## src/rtl/rf_pkg.sv

```systemverilog
// Shared sizing constants and FSM state encoding for the register-file read controller.
package rf_pkg;

  localparam int unsigned NUM_REGS = 16;
  localparam int unsigned WIDTH    = 16;
  localparam int unsigned REG_ID_W = 4;

  typedef enum logic [1:0] {
    StIdle,
    StRead,
    StResp
  } rf_state_e;

endpackage

```

## src/rtl/rf_wordline_decoder.sv

```systemverilog
// Register ID to one-hot wordline decode; register 0 and disabled decode give all-zero.
module rf_wordline_decoder
  import rf_pkg::*;
#(
  parameter int unsigned NumRegs = NUM_REGS
) (
  input  logic                en_i,
  input  logic [REG_ID_W-1:0] id_i,
  output logic [NumRegs-1:0]  onehot_o
);

  always_comb begin
    onehot_o = '0;
    if (en_i && (id_i != '0) && (32'(id_i) < NumRegs)) begin
      onehot_o[id_i] = 1'b1;
    end
  end

endmodule

```

## src/rtl/rf_read_ctrl.sv

```systemverilog
// Two-port register-file read sequencer: accept request, pulse wordlines for one cycle,
// capture bitlines (with write bypass) and hold the response until it is taken.
module rf_read_ctrl #(
  parameter int unsigned NUM_REGS = rf_pkg::NUM_REGS,
  parameter int unsigned WIDTH    = rf_pkg::WIDTH
) (
  input  logic                        clk,
  input  logic                        rst,
  input  logic                        req_valid,
  output logic                        req_ready,
  input  logic [rf_pkg::REG_ID_W-1:0] src1,
  input  logic [rf_pkg::REG_ID_W-1:0] src2,
  input  logic                        wr_en,
  input  logic [rf_pkg::REG_ID_W-1:0] wr_reg,
  input  logic [WIDTH-1:0]            wr_data,
  output logic [NUM_REGS-1:0]         ReadEnable1,
  output logic [NUM_REGS-1:0]         ReadEnable2,
  input  logic [WIDTH-1:0]            Bitline1,
  input  logic [WIDTH-1:0]            Bitline2,
  output logic                        rsp_valid,
  input  logic                        rsp_ready,
  output logic [WIDTH-1:0]            rsp_data1,
  output logic [WIDTH-1:0]            rsp_data2
);

  import rf_pkg::*;

  rf_state_e             state_q, state_d;
  logic [REG_ID_W-1:0]   src1_q, src1_d, src2_q, src2_d;
  logic [NUM_REGS-1:0]   re1_q, re1_d, re2_q, re2_d;
  logic [WIDTH-1:0]      data1_q, data1_d, data2_q, data2_d;
  logic                  accept;

  // Register 0 is hardwired to zero and never takes a bypassed write.
  function automatic logic [WIDTH-1:0] port_data(input logic [REG_ID_W-1:0] id,
                                                 input logic [WIDTH-1:0]    bitline,
                                                 input logic                we,
                                                 input logic [REG_ID_W-1:0] wreg,
                                                 input logic [WIDTH-1:0]    wdata);
    if (id == '0) begin
      return '0;
    end else if (we && (wreg == id)) begin
      return wdata;
    end
    return bitline;
  endfunction

  always_comb begin
    req_ready = !rst && ((state_q == StIdle) || ((state_q == StResp) && rsp_ready));
    accept    = req_valid && req_ready;
  end

  // Wordlines are decoded from the incoming IDs on acceptance so they are live in READ.
  rf_wordline_decoder #(
    .NumRegs (NUM_REGS)
  ) u_dec1 (
    .en_i     (accept),
    .id_i     (src1),
    .onehot_o (re1_d)
  );

  rf_wordline_decoder #(
    .NumRegs (NUM_REGS)
  ) u_dec2 (
    .en_i     (accept),
    .id_i     (src2),
    .onehot_o (re2_d)
  );

  always_comb begin
    state_d = state_q;
    src1_d  = src1_q;
    src2_d  = src2_q;
    data1_d = data1_q;
    data2_d = data2_q;
    unique case (state_q)
      StIdle: begin
        if (accept) begin
          state_d = StRead;
          src1_d  = src1;
          src2_d  = src2;
        end
      end
      StRead: begin
        state_d = StResp;
        data1_d = port_data(src1_q, Bitline1, wr_en, wr_reg, wr_data);
        data2_d = port_data(src2_q, Bitline2, wr_en, wr_reg, wr_data);
      end
      StResp: begin
        if (rsp_ready) begin
          state_d = accept ? StRead : StIdle;
          if (accept) begin
            src1_d = src1;
            src2_d = src2;
          end
        end
      end
      default: state_d = StIdle;
    endcase
  end

  always_ff @(posedge clk) begin
    if (rst) begin
      state_q <= StIdle;
      src1_q  <= '0;
      src2_q  <= '0;
      re1_q   <= '0;
      re2_q   <= '0;
      data1_q <= '0;
      data2_q <= '0;
    end else begin
      state_q <= state_d;
      src1_q  <= src1_d;
      src2_q  <= src2_d;
      re1_q   <= re1_d;
      re2_q   <= re2_d;
      data1_q <= data1_d;
      data2_q <= data2_d;
    end
  end

  always_comb begin
    ReadEnable1 = re1_q;
    ReadEnable2 = re2_q;
    rsp_valid   = (state_q == StResp);
    rsp_data1   = data1_q;
    rsp_data2   = data2_q;
  end

endmodule

```

## config.mk

```make
export PLATFORM = sky130hd
export DESIGN_NAME = rf_read_ctrl
export DESIGN_NICKNAME = d
export VERILOG_FILES = /design/src/rtl/rf_pkg.sv /design/src/rtl/rf_wordline_decoder.sv /design/src/rtl/rf_read_ctrl.sv
export SDC_FILE = /design/constraint.sdc
export NUM_CORES = 1
export LEC_CHECK = 0
export CORE_MARGIN = 3
export CORE_UTILIZATION = 45
export CTS_CLUSTER_SIZE = 28
export DETAILED_ROUTE_END_ITERATION = 6
export PLACE_DENSITY_LB_ADDON = 0.15
export SETUP_SLACK_MARGIN = 0.02
export SLEW_MARGIN = 0
export SYNTH_ARGS = -nofsm -noshare
export SYNTH_HDL_FRONTEND = slang
export SYNTH_SLANG_ARGS = --single-unit
```

## constraint.sdc

```tcl
create_clock -name clk -period 2.6 [get_ports clk]
set_input_delay 0.39 -clock clk [delete_from_list [all_inputs] [get_ports clk]]
set_output_delay 0.39 -clock clk [all_outputs]
set_load 0.03 [all_outputs]
```

* Word level (Yosys, flattened, before mapping) *
Cells that the tools add are included.

storage, ports and cells
  bits of input ports = 65
  bits in registers = 74

operators by class
  reductions and logical operators = 21
  order comparisons = 4
  multiplexer cells = 26
  equality and inequality tests = 6
  bitwise logic cells = 2

operator list
  operator                                               number
  2-to-1 mux 16 bit                                      6
  2-to-1 mux 4 bit                                       4
  case mux 4 bit (2 select lines)                        2
  < comparator 4 x 5 -> 1 bit, second input constant     2
  logical AND 1 bit                                      9
  2-to-1 mux 1 bit                                       9
  demux 1 bit (select 4 bit)                             2
  equality test 4 bit                                    2
  >= comparator 4 x 1 -> 1 bit, second input constant    2
  logical NOT 4 bit                                      2
  nonzero test 4 bit                                     2
  case mux 2 bit (3 select lines)                        1
  2-to-1 mux 2 bit                                       2
  AND reduction 2 bit                                    2
  OR reduction 2 bit                                     2
  equality test 2 x 1 -> 1 bit, second input constant    1
  equality test 2 bit, second input constant             1
  logical NOT 2 bit                                      1
  inequality test 2 x 1 -> 1 bit, second input constant  1
  inequality test 2 bit, second input constant           1
  NOT 1 bit                                              2
  nonzero test 2 bit                                     1
  logical NOT 1 bit                                      1
  logical OR 1 bit                                       1

* Logic depth before layout (Yosys ltp) *
  word-level depth = 8
  gate-level depth with buffers = 7
  depth with buffers taken out = 6

* Modules after synthesis *
A second synthesis with hierarchy kept.

second synthesis, totals
  cell total of the unflattened synthesis = 353
  area total of the unflattened synthesis = 3264.4 µm²

modules (own cells, without submodules)
  module               times used  area each (µm²)  cells each
  rf_read_ctrl         1           3031.7           305
  rf_wordline_decoder  2           116.4            24

* Worst setup path before layout *
OpenSTA, ideal clock, no wires.

  path type = input to register
  start = input port rsp_ready
  end = register src1_q[0]
  path slack = 0.787 ns
  cell stages on the path = 7
  setup time = 0.128 ns
  data required time = 2.472 ns
  arrival = 1.685 ns
  path buffers = 1
  cell sequence = inv_1 a211oi_2 nand2_2 inv_2 buf_6 mux2i_1 nor2_1

on the way
  word-level cells in the longest chain between the ends = 7
  elaborated cells on any way between the ends = 9
  classes of those cells = eq/ne: 1; mux: 3; reduce/logical: 5

RTL lines
  item                                 line                 text
  start: declaration                   rf_read_ctrl.sv:21   input logic rsp_ready,
  logical AND 1 bit (*)                rf_read_ctrl.sv:49   req_ready = !rst && ((state_q == StIdle) || ((state_q == StResp) && rsp_ready));
  logical OR 1 bit (*)                 rf_read_ctrl.sv:49
  logical AND 1 bit (*)                rf_read_ctrl.sv:49
  named net req_ready                  rf_read_ctrl.sv:10   output logic req_ready,
  logical AND 1 bit (*)                rf_read_ctrl.sv:50   accept = req_valid && req_ready;
  2-to-1 mux 4 bit (*)                 n/a
  2-to-1 mux 4 bit                     n/a
  case mux 4 bit (2 select lines) (*)  n/a
  end signal: assignment               rf_read_ctrl.sv:113  src1_q <= src1_d;
  end: declaration                     rf_read_ctrl.sv:29   logic [REG_ID_W-1:0] src1_q, src1_d, src2_q, src2_d;

The timed path passes the listed nets; every way through them passes the cells marked *. The select of a mux whose other input is x is not followed.
A chain may end at the register's enable or synchronous reset.

* Final worst setup path *
  start = input port rsp_ready
  end = output port req_ready

on the way
  word-level cells in the longest chain between the ends = 3

RTL lines
  item               line
  logical AND 1 bit  rf_read_ctrl.sv:49
  logical OR 1 bit   rf_read_ctrl.sv:49
  logical AND 1 bit  rf_read_ctrl.sv:49
  end: declaration   rf_read_ctrl.sv:10

No other way between the ends.

==> run_summary.xml <==
<?xml version="1.0" encoding="UTF-8"?>
<metrics>
  <group name="finish">
    <metric name="layout_common_cells" unit="">130 x sky130_fd_sc_hd__clkdlybuf4s50_1, 74 x sky130_fd_sc_hd__dfxtp_1, 67 x sky130_fd_sc_hd__nand2_1</metric>
    <metric name="drive_above_1_share" unit="%">14.4</metric>
    <metric name="final_common_cell" unit="">sky130_fd_sc_hd__clkdlybuf4s50_1</metric>
    <metric name="final_core_util" unit="%">70.6</metric>
    <metric name="finished_cell_area" unit="mm^2">0.00456</metric>
    <metric name="num-nets-final" unit="">504</metric>
    <metric name="flow.area_growth_from_synthesis" unit="%">50.4</metric>
    <metric name="antenna_cells" unit="">0</metric>
  </group>
  <group name="clock_network">
    <metric name="h-tree-depth" unit="">3</metric>
    <metric name="tritoncts_clock_tree" unit="">built</metric>
    <metric name="worst_skew_pair.late_latency" unit="ns">0.34</metric>
    <metric name="clk_pin_slew" unit="ns">0.08</metric>
    <metric name="post_cts_resize_count" unit="">0</metric>
    <metric name="cts_num_sinks" unit="">74</metric>
    <metric name="cts-buffers-inserted" unit="">9</metric>
    <metric name="cts_buffer_depth" unit="">2</metric>
    <metric name="post_cts_buffers" unit="">0</metric>
    <metric name="cts_root_buf" unit="">sky130_fd_sc_hd__clkbuf_8</metric>
    <metric name="hold_buffers" unit="">0</metric>
  </group>
  <group name="synthesis">
    <metric name="synth-seq-area-share" unit="%">48.8</metric>
    <metric name="synth.lib_cells_used.distinct" unit="">36</metric>
    <metric name="synthesis.area_per_instance" unit="um^2">9.76</metric>
    <metric name="synth.top_cell.area_share" unit="%">48.8</metric>
    <metric name="synth.largest_area_cell" unit="">sky130_fd_sc_hd__dfxtp_1</metric>
    <metric name="netlist_area" unit="mm^2">0.00303</metric>
    <metric name="synth.yosys.warnings" unit="">0</metric>
    <metric name="synth_seq_cells" unit="">74</metric>
    <metric name="top_post_synthesis_cells_by_area" unit="">sky130_fd_sc_hd__dfxtp_1 49%, sky130_fd_sc_hd__o211ai_2 12%, sky130_fd_sc_hd__nand2_1 8.3%, sky130_fd_sc_hd__nand4_1 6.6%, sky130_fd_sc_hd__nor2_1 3.2%</metric>
    <metric name="instance_count_of_the_mapped_netlist" unit="">311</metric>
  </group>
  <group name="timing">
    <metric name="setup_repair_after_global_routing_missed_its_margin" unit="">false</metric>
    <metric name="setup_violations" unit="">0</metric>
    <metric name="layout_min_cycle_time" unit="ns">2.33</metric>
    <metric name="max_clock_freq" unit="MHz">430</metric>
    <metric name="setup-tns-final" unit="ns">0</metric>
    <metric name="slew_viol_final" unit="">0</metric>
    <metric name="hold_violations" unit="">0</metric>
    <metric name="finalCritPeriodShare" unit="%">89.4</metric>
    <metric name="skew" unit="ns">0.00900</metric>
  </group>
  <group name="power_and_ir_drop">
    <metric name="power.share.sequential" unit="%">45.1</metric>
    <metric name="internal-power" unit="mW">1.97</metric>
    <metric name="sw_frac_of_total" unit="%">24.6</metric>
    <metric name="pwr-share-comb" unit="%">13.5</metric>
    <metric name="power_leakage" unit="nW">1.75</metric>
    <metric name="power_per_cell_area" unit="mW/mm^2">572</metric>
    <metric name="power.ir.vdd_worst" unit="uV">566</metric>
    <metric name="total_switching_power" unit="uW">642</metric>
    <metric name="share_clk_of_total_power" unit="%">41.4</metric>
  </group>
  <group name="critical_path">
    <metric name="worstSetupStartpointType" unit="">primary input</metric>
    <metric name="critical-path-top-delay-family" unit="">buffers and inverters</metric>
    <metric name="critical_path.max_fanout" unit="">2</metric>
    <metric name="worst-endpoint-required" unit="ns">2.21</metric>
    <metric name="worstRegToRegCells" unit="">5</metric>
    <metric name="timing.critical_path.to_type" unit="">primary output</metric>
    <metric name="critical_path.cell_chain" unit="">clkdlybuf4s50_1 -&gt; inv_1 -&gt; a211oi_2 -&gt; clkdlybuf4s50_1</metric>
    <metric name="critical_path_cell_count" unit="">4</metric>
    <metric name="cp.arrival" unit="ns">1.94</metric>
    <metric name="crit_slowest_cell" unit="">sky130_fd_sc_hd__clkdlybuf4s50_1</metric>
    <metric name="criticalPathCategory" unit="">in -&gt; out</metric>
    <metric name="cpPeakStageDelay" unit="ns">0.73</metric>
    <metric name="cp_num_buf_inv" unit="">3</metric>
    <metric name="cp_common_cell" unit="">sky130_fd_sc_hd__clkdlybuf4s50_1</metric>
  </group>
  <group name="place">
    <metric name="dpl.hpwl" unit="um">6010</metric>
    <metric name="placed_cell_area" unit="mm^2">0.00432</metric>
    <metric name="globalplace.congestion" unit="">0.807</metric>
    <metric name="buffer_ports.inserted" unit="">130</metric>
  </group>
  <group name="routing">
    <metric name="drt_first_iter_violations" unit="">88</metric>
    <metric name="number_of_vias_per_cell_after_detailed_routing" unit="">5.27</metric>
    <metric name="route.detailed.wl_per_inst" unit="um">15.9</metric>
    <metric name="first_pass_iters" unit="">4</metric>
    <metric name="total_wire_length" unit="um">8270</metric>
    <metric name="drt_drc_violations_left" unit="">0</metric>
    <metric name="drtAntennaViolNets" unit="">0</metric>
    <metric name="via_count" unit="">2740</metric>
  </group>
  <group name="global_routing">
    <metric name="grt_max_degree" unit="">33</metric>
    <metric name="grtUsageTotal" unit="%">21.4</metric>
    <metric name="grt_pass1_vias" unit="">2663</metric>
    <metric name="grt_first_pass_wirelength" unit="um">12800</metric>
    <metric name="antenna_found_initial" unit="">0</metric>
    <metric name="grt-ovfl-total" unit="">0</metric>
  </group>
  <group name="die">
    <metric name="initial_core_utilization" unit="%">47.0</metric>
    <metric name="die_width" unit="um">88.1</metric>
    <metric name="fp-row-count" unit="">29</metric>
    <metric name="core_area" unit="mm^2">0.00646</metric>
    <metric name="top_level_port_count" unit="">131</metric>
    <metric name="die_y" unit="um">88.1</metric>
    <metric name="die_area" unit="mm^2">0.00776</metric>
  </group>
  <group name="worst_hold_path">
    <metric name="holdPathStages" unit="">2</metric>
    <metric name="hold_class" unit="">reg -&gt; reg</metric>
  </group>
  <group name="job">
    <metric name="timing.max_cap.violations" unit="">0</metric>
  </group>
  <group name="status">
    <metric name="outcome" unit="">finished, final reports clean</metric>
  </group>
</metrics>
-- Yosys cell counts --
master,count
sky130_fd_sc_hd__a21oi_1,1
sky130_fd_sc_hd__xnor2_1,2
sky130_fd_sc_hd__nand2b_1,4
sky130_fd_sc_hd__and2_1,2
sky130_fd_sc_hd__nor3_1,5
sky130_fd_sc_hd__inv_1,1
sky130_fd_sc_hd__clkbuf_4,1
sky130_fd_sc_hd__mux2i_1,8
sky130_fd_sc_hd__nand3_1,1
sky130_fd_sc_hd__nand3_2,1
sky130_fd_sc_hd__inv_2,1
sky130_fd_sc_hd__clkbuf_1,7
sky130_fd_sc_hd__xor2_1,6
sky130_fd_sc_hd__nor3_4,2
sky130_fd_sc_hd__nand2_2,1
sky130_fd_sc_hd__a211oi_2,1
sky130_fd_sc_hd__nor4_1,8
sky130_fd_sc_hd__nor2b_1,1
sky130_fd_sc_hd__or2b_1,1
sky130_fd_sc_hd__nor2_2,2
sky130_fd_sc_hd__nand4_1,32
sky130_fd_sc_hd__conb_1,1
sky130_fd_sc_hd__buf_6,7
sky130_fd_sc_hd__nand3b_1,4
sky130_fd_sc_hd__and2_4,2
sky130_fd_sc_hd__or3b_4,1
sky130_fd_sc_hd__buf_4,3
sky130_fd_sc_hd__buf_2,2
sky130_fd_sc_hd__buf_8,2
sky130_fd_sc_hd__and2b_1,1
sky130_fd_sc_hd__nor2_1,26
sky130_fd_sc_hd__nand2_1,67
sky130_fd_sc_hd__o211ai_1,4
sky130_fd_sc_hd__nor3_2,1
sky130_fd_sc_hd__o211ai_2,28
sky130_fd_sc_hd__dfxtp_1,74
-- layout make-up --
type | instances | area, um^2
fillers | 509 | 1900
repair buffers | 138 | 1360
inverters | 2 | 7.51
clock buffers | 9 | 124
flip-flops and latches | 74 | 1480
well taps | 77 | 96.3
multi-input cells | 214 | 1380
clock inverters | 6 | 115
-- kinds of logic (layout without fill, tap and decap cells) --
family / after synthesis / in the layout / synth area share (%)
XOR/XNOR: 8 / 8 / 2.31
buffers and inverters: 24 / 155 / 6.02
flip-flops: 74 / 74 / 48.8
other: 1 / 2 / 0.124
multiplexers: 8 / 8 / 2.64
AO/OA/AOI/OAI: 34 / 34 / 13.1
AND/OR/NAND/NOR: 162 / 162 / 27.0
-- metrics by stage --
stage                     total power, mW  hold WS [ns]  instances  worst slack, ns
after floorplan                      1.37         0.459        312            0.787
after global placement               1.55         0.445        505            0.294
after detailed placement             1.55         0.450        505            0.288
after CTS                            2.63         0.469        520            0.275
after global routing                 2.70         0.486        520            0.235
final                                2.61         0.465        520            0.275
-- power by group through the flow --
stage / Sequential (mW) / Clock (mW) / Combinational (mW)
after floorplan: 1.24 / 0 / 0.133
after global placement: 1.20 / 0 / 0.350
after detailed placement: 1.20 / 0 / 0.351
after CTS: 1.18 / 1.10 / 0.353
after global routing: 1.18 / 1.14 / 0.375
final: 1.18 / 1.08 / 0.351
-- routing by layer --
| layer | track usage (%) | share of wire (%) | wire length, um |
|---|---|---|---|
| met4 | 11.7 | 3.4 | 285 |
| met2 | 35.5 | 47 | 3920 |
| met5 | 0 | 0 | 0 |
| met1 | 25.8 | 42 | 3490 |
| met3 | 4.70 | 6.9 | 570 |
-- worst paths after layout --
check,start,end,slack [ns]
setup / recovery,rsp_ready,req_ready,0.27
hold reg to reg,rsp_data1[4]$_SDFFE_PP0N_,rsp_data1[4]$_SDFFE_PP0N_,0.47
setup reg to reg,state_q[1]$_SDFFE_PP0P_,ReadEnable2[4]$_SDFF_PP0_,1.03
hold / removal,rsp_data1[4]$_SDFFE_PP0N_,rsp_data1[4]$_SDFFE_PP0N_,0.47
-- worst register-to-register path, cell delays in order, from the launching register on --
cell,delay (ns)
sky130_fd_sc_hd__dfxtp_1,0.35
sky130_fd_sc_hd__a211oi_2,0.29
sky130_fd_sc_hd__nand2_2,0.17
sky130_fd_sc_hd__inv_2,0.30
sky130_fd_sc_hd__nand3b_1,0.20
sky130_fd_sc_hd__nor3_1,0.19
-- flip-flops by register name, indices dropped and copies added, names as in the netlist --
register,flops
rsp_data2,16
src1_q,4
ReadEnable1,16
src2_q,4
state_q,2
rsp_data1,16
ReadEnable2,16
No activity file was read; power rests on OpenSTA's default activity.
